`config.mk`:
```
export PLATFORM = sky130hd
export DESIGN_NAME = e203_ifu_flush_rsp
export DESIGN_NICKNAME = d
export VERILOG_FILES = /design/src/rtl/e203_ifu_flush_rsp.sv
export SDC_FILE = /design/constraint.sdc
export NUM_CORES = 1
export LEC_CHECK = 0
export ABC_AREA = 1
export ABC_CLOCK_PERIOD_IN_PS = 7600
export CELL_PAD_IN_SITES_DETAIL_PLACEMENT = 0
export CELL_PAD_IN_SITES_GLOBAL_PLACEMENT = 1
export CORE_ASPECT_RATIO = 0.9
export CORE_MARGIN = 3
export CORE_UTILIZATION = 37
export DETAILED_ROUTE_END_ITERATION = 7
export GPL_ROUTABILITY_DRIVEN = 0
export PLACE_DENSITY_LB_ADDON = 0.1
export SLEW_MARGIN = 40
export SYNTH_ARGS = -nofsm -noshare
export SYNTH_HDL_FRONTEND = slang
export SYNTH_SLANG_ARGS = --single-unit
```
`constraint.sdc`:
```
create_clock -name clk -period 7.6 [get_ports clk]
set_input_delay 1.52 -clock clk [delete_from_list [all_inputs] [get_ports clk]]
set_output_delay 1.52 -clock clk [all_outputs]
set_load 0.03 [all_outputs]
```
`src/rtl/e203_ifu_flush_rsp.sv`:
```
// e203_ifu_flush_rsp
//
// IFU-side responder for the commit flush/halt interface. It owns the
// sequential fetch PC, issues fetch requests to memory, accepts flush
// redirects from commit, marks responses of pre-flush fetches as stale,
// and serves the WFI halt handshake by draining outstanding fetches
// before acknowledging.
//
// Ports:
//   clk, rst              clock and synchronous active-high reset
//   pipe_flush_req        flush request from commit, held until acked
//   pipe_flush_add_op1/2  operands whose sum is the flush PC
//   pipe_flush_ack        flush accepted this cycle (combinational)
//   halt_req              WFI halt request (level)
//   halt_ack              fetch halted and drained (registered)
//   ifu_req_valid/ready   fetch request handshake to memory
//   ifu_req_pc            fetch address
//   ifu_rsp_valid         in-order fetch response, always accepted
//   ifu_rsp_keep          response belongs to the current fetch stream
//   ifu_rsp_discard       response predates a flush and must be dropped

module e203_ifu_flush_rsp #(
  parameter int                 PC_SIZE  = 32,
  parameter int                 MAX_OUTS = 2,
  parameter logic [PC_SIZE-1:0] RESET_PC = 32'h8000_0000
) (
  input  logic               clk,
  input  logic               rst,
  input  logic               pipe_flush_req,
  input  logic [PC_SIZE-1:0] pipe_flush_add_op1,
  input  logic [PC_SIZE-1:0] pipe_flush_add_op2,
  output logic               pipe_flush_ack,
  input  logic               halt_req,
  output logic               halt_ack,
  output logic               ifu_req_valid,
  input  logic               ifu_req_ready,
  output logic [PC_SIZE-1:0] ifu_req_pc,
  input  logic               ifu_rsp_valid,
  output logic               ifu_rsp_keep,
  output logic               ifu_rsp_discard
);

  // Counter wide enough to hold MAX_OUTS itself.
  localparam int CNT_W = $clog2(MAX_OUTS + 1);

  typedef enum logic [1:0] {
    ST_RUN,
    ST_HALTING,
    ST_HALTED
  } state_e;

  state_e             state;
  state_e             state_nxt;
  logic               halt_ack_nxt;

  logic [PC_SIZE-1:0] pc_r;
  logic [CNT_W-1:0]   outs_cnt;
  logic [CNT_W-1:0]   stale_cnt;

  logic               req_hs;
  logic               flush_hs;
  logic [CNT_W:0]     outs_sum;
  logic [CNT_W:0]     outs_nxt;
  logic               may_raise;
  logic               req_valid_nxt;
  logic [PC_SIZE-1:0] flush_pc;

  assign ifu_req_pc = pc_r;
  assign req_hs     = ifu_req_valid & ifu_req_ready;

  // A request waiting on memory must complete before the flush is taken,
  // otherwise valid would have to drop without a handshake.
  assign pipe_flush_ack = pipe_flush_req & ~halt_req & ~(ifu_req_valid & ~ifu_req_ready);
  assign flush_hs       = pipe_flush_req & pipe_flush_ack;

  assign flush_pc = pipe_flush_add_op1 + pipe_flush_add_op2;

  assign ifu_rsp_discard = ifu_rsp_valid & (stale_cnt != '0);
  assign ifu_rsp_keep    = ifu_rsp_valid & (stale_cnt == '0);

  // Outstanding count after this cycle's accept and response. A response
  // with nothing outstanding is a protocol error; the count saturates at 0.
  always_comb begin
    outs_sum = {1'b0, outs_cnt} + {{CNT_W{1'b0}}, req_hs};
    outs_nxt = outs_sum;
    if (ifu_rsp_valid && (outs_sum != '0)) begin
      outs_nxt = outs_sum - 1'b1;
    end
  end

  // A flush handshake counts as a running, unblocked cycle so the first
  // redirected fetch is presented right after the handshake.
  always_comb begin
    may_raise = ((state == ST_RUN) | flush_hs)
              & ~halt_req
              & (~pipe_flush_req | flush_hs)
              & (outs_nxt < (CNT_W + 1)'(MAX_OUTS))
              & (~ifu_req_valid | req_hs);
    req_valid_nxt = ifu_req_valid;
    if (may_raise) begin
      req_valid_nxt = 1'b1;
    end else if (req_hs) begin
      req_valid_nxt = 1'b0;
    end
  end

  // Halt state machine: next state and registered ack value.
  always_comb begin
    state_nxt = state;
    case (state)
      ST_RUN: begin
        if (halt_req) begin
          state_nxt = ST_HALTING;
        end
      end
      ST_HALTING: begin
        if (!halt_req) begin
          state_nxt = ST_RUN;
        end else if ((outs_cnt == '0) && !ifu_req_valid) begin
          state_nxt = ST_HALTED;
        end
      end
      ST_HALTED: begin
        if (!halt_req) begin
          state_nxt = ST_RUN;
        end
      end
      default: state_nxt = ST_RUN;
    endcase
    if (flush_hs) begin
      state_nxt = ST_RUN;
    end
    halt_ack_nxt = (state_nxt == ST_HALTED);
  end

  // Halt state register; halt_ack rises on entry to HALTED and falls on exit.
  always_ff @(posedge clk) begin
    if (rst) begin
      state    <= ST_RUN;
      halt_ack <= 1'b0;
    end else begin
      state    <= state_nxt;
      halt_ack <= halt_ack_nxt;
    end
  end

  // Fetch PC and request valid. The flush redirect wins over the
  // sequential increment when both happen in one cycle.
  always_ff @(posedge clk) begin
    if (rst) begin
      pc_r          <= RESET_PC;
      ifu_req_valid <= 1'b0;
    end else begin
      ifu_req_valid <= req_valid_nxt;
      if (flush_hs) begin
        pc_r <= flush_pc;
      end else if (req_hs) begin
        pc_r <= pc_r + PC_SIZE'(4);
      end
    end
  end

  // Outstanding and stale counters. On a flush every in-flight request,
  // including one accepted this very cycle, becomes stale; responses
  // return in order, so the oldest stale_cnt responses are the stale ones.
  always_ff @(posedge clk) begin
    if (rst) begin
      outs_cnt  <= '0;
      stale_cnt <= '0;
    end else begin
      outs_cnt <= outs_nxt[CNT_W-1:0];
      if (flush_hs) begin
        stale_cnt <= outs_nxt[CNT_W-1:0];
      end else if (ifu_rsp_discard) begin
        stale_cnt <= stale_cnt - 1'b1;
      end
    end
  end

endmodule

```
==> metrics.yaml <==
run_status:
  status: "finished, final reports clean"
floorplanning:
  die_area_mm2: 0.01403
  core_mm2: 0.01222
  initial_core_util_pct: 38.28
  die_h_um: 112.7
  die_w_um: 124.5
  pin_count: 107
  row_count: 38
grt:
  overflow: 0
  track_usage_pct: 22.36
  use_met1_pct: 31.56
  grt_util_met2_pct: 37.10
  grt_use_met3_pct: 3.283
  grt_pass1_vias: 5233
  top_usage_layer: "met2"
  grt_pass1_wl_mm: 26.05
  grt_start_max_net_pins: 36
  antenna_found_initial: 0
setup_path:
  start_kind: "primary input"
  critPathMaxStageDelay_ns: 0.80
  reg2reg_slack_ns: 4.63
  arrival_ns: 3.79
  crit_family: "buffers and inverters"
  cp_slowest_cell: "clkdlybuf4s50_1"
  crit_required_ns: 6.08
  crit_path_max_fanout: 35
  crit_chain: "clkdlybuf4s50_1 -> nor2_1 -> inv_1 -> nand3_1 -> buf_4 -> inv_2 -> clkdlybuf4s50_1"
  cp_num_buf_inv: 5
  critPathCaptureType: "output pin"
  cpMostUsedCell: "clkdlybuf4s50_1"
  critPathKind: "in2out"
drt:
  postRouteAntennaNets: 0
  num_vias: 5522
  firstDrtPassIters: 5
  wl_per_cell_um: 14.59
  vias_per_cell: 5.146
  drt-initial-drc-count: 360
  finalWirelength_mm: 15.66
  drc: 0
pwr:
  powerDensity_mw_per_mm2: 166.8
  ir_worst_vdd_mv: 0.1119
  p_leak_uw: 0.002877
sta:
  tightest_slew_ns: 0.7307
  rsz0062_at_grt: "no"
  setup_viol: 0
  min_period_ns: 5.309
  relSlewSlack_pct: 51.17
  maxSlewViolCount: 0
  finalClockSkew_ns: 0.006234
  fin_crit_sh_pct: 69.85
  finalHoldViolations: 0
  fmax_ghz: 0.1884
  layout_setup_ws_ns: 2.291
  holdWs_ns: 0.5084
  tns_ns: 0
clock_network:
  cts_root_buffer: "clkbuf_16"
  cts.clk_slew.worst_paths_ns: 0.06
  clkLatencyLatePin_ns: 0.28
  clock-sinks: 40
  cts_buffer_depth: 2
  h-tree-depth: 2
  ctsHoldBuffers: 0
  cts_tree: "built"
  cts_setup_buffers: 0
  ctsResizeCount: 0
  numCtsBuffers: 5
yosys:
  ys_warn_count: 0
  syn_area_mm2: 0.004677
  yosysTopAreaCell: "nand2_1"
  avgSynthCellArea_um2: 5.753
  yosys-top-cells-area: "nand2_1 18%, dfxtp_1 17%, inv_1 10%"
  yosysTopAreaCellShare_pct: 17.90
  seq_area_frac_synth_pct: 17.12
  syn_inst: 813
  synth_nets: 921
  synth-seq-cells: 40
  synth_cell_types: 40
cells_and_area:
  multiInputGateArea_mm2: 0.003316
  final_common_cell: "nand2_1"
  final_nets: 1021
  area_growth_pct: 28.68
  n_fill_cell: 1269
  seqCellArea_um2: 800.8
  drive_gt1_share_pct: 3.724
  antennaDiodeCount: 0
  layout_common_cells: "223 x nand2_1, 127 x inv_1, 106 x clkdlybuf4s50_1, 80 x nor2_1, 70 x a21oi_1"
job:
  max-cap-violations: 0
placement:
  dp_slack_ns: 2.283
  dp_hpwl_mm: 12.75
  io_buffers: 106
worst_hold_path:
  worstHoldPathType: "reg2reg"
state kept, by name (all words and copies together) (netlist names):
| name | count |
|---|---|
| halt_ack | 1 |
| ifu_req_pc | 32 |
| ifu_req_valid | 1 |
| outs_cnt | 2 |
| stale_cnt | 2 |
| state | 2 |
layout make-up:
type                       instances  area share [%]
clock inverter                     1         0.08316
clock buffer                       6           2.141
inverter                         133           8.295
multi-input combinational        626           55.09
timing repair buffer             107           17.75
tap                              160           3.326
sequential                        40           13.31
synthesized netlist by cell type, drive strengths merged:
cell type,number
o21bai,4
fa,1
nor3,14
o21ai,63
clkinv,1
dfxtp,40
o31ai,1
a21oi,70
or2,2
nand2,228
xor2,14
o2111ai,5
nand4,17
xnor2,4
o41ai,1
nand3b,3
a21boi,2
ha,37
nor4,2
buf,2
and3,1
inv,132
a2111oi,2
clkbuf,12
nor2,91
a31oi,5
a21o,4
nand3,55
worst register-to-register path, stage by stage, from the launching register on:
cell,delay [ns]
dfxtp_1,0.32
nand2_1,0.46
inv_1,0.30
ha_1,0.27
ha_1,0.30
inv_1,0.05
ha_1,0.17
ha_1,0.18
or2_2,0.34
a21oi_1,0.21
o2111ai_1,0.16
a21oi_1,0.15
report_power, final:
| group | switching (µW) | internal (µW) |
|---|---|---|
| Sequential | 45.9 | 248 |
| Combinational | 307 | 199 |
| Clock | 84.2 | 119 |
final timing paths:
check                     start        endpoint  cells past startpoint
setup / recovery  ifu_req_ready  pipe_flush_ack                      7
hold / removal    ifu_req_pc[0]   ifu_req_pc[0]                      2
setup reg to reg  ifu_req_valid   ifu_req_valid                     11
hold reg to reg   ifu_req_pc[0]   ifu_req_pc[0]                      2
cells by family (layout without fill, tap and decap cells):
group           Yosys count  in the layout  share of synthesized area [%]
flops                    40             40                          17.12
compound gates          157            157                          18.16
simple gates            413            413                          39.03
xor+xnor                 18             18                          3.371
buf+inv                 147            247                          11.98
fa+ha+maj                38             38                          10.33
metrics by stage:
stage / instance area [µm²] / std cells / utilization (%) / total power [µW]
after floorplan: 4677 / 813 / - / 614.4
after global placement: 5884 / 1066 / 48.16 / 793.5
after detailed placement: 5884 / 1066 / 48.16 / 800.9
after CTS: 6018 / 1073 / 49.25 / 1006
after global routing: 6018 / 1073 / 49.25 / 1082
final: 6018 / 1073 / 49.25 / 1004
layer usage:
| layer | vias to the layer above | share of wire (%) |
|---|---|---|
| met5 | - | 0 |
| li1 | 2844 | - |
| met2 | 178 | 43 |
| met4 | 0 | 0.96 |
| met3 | 13 | 6.1 |
| met1 | 2487 | 49 |
Power figures use the tool's default switching activity.
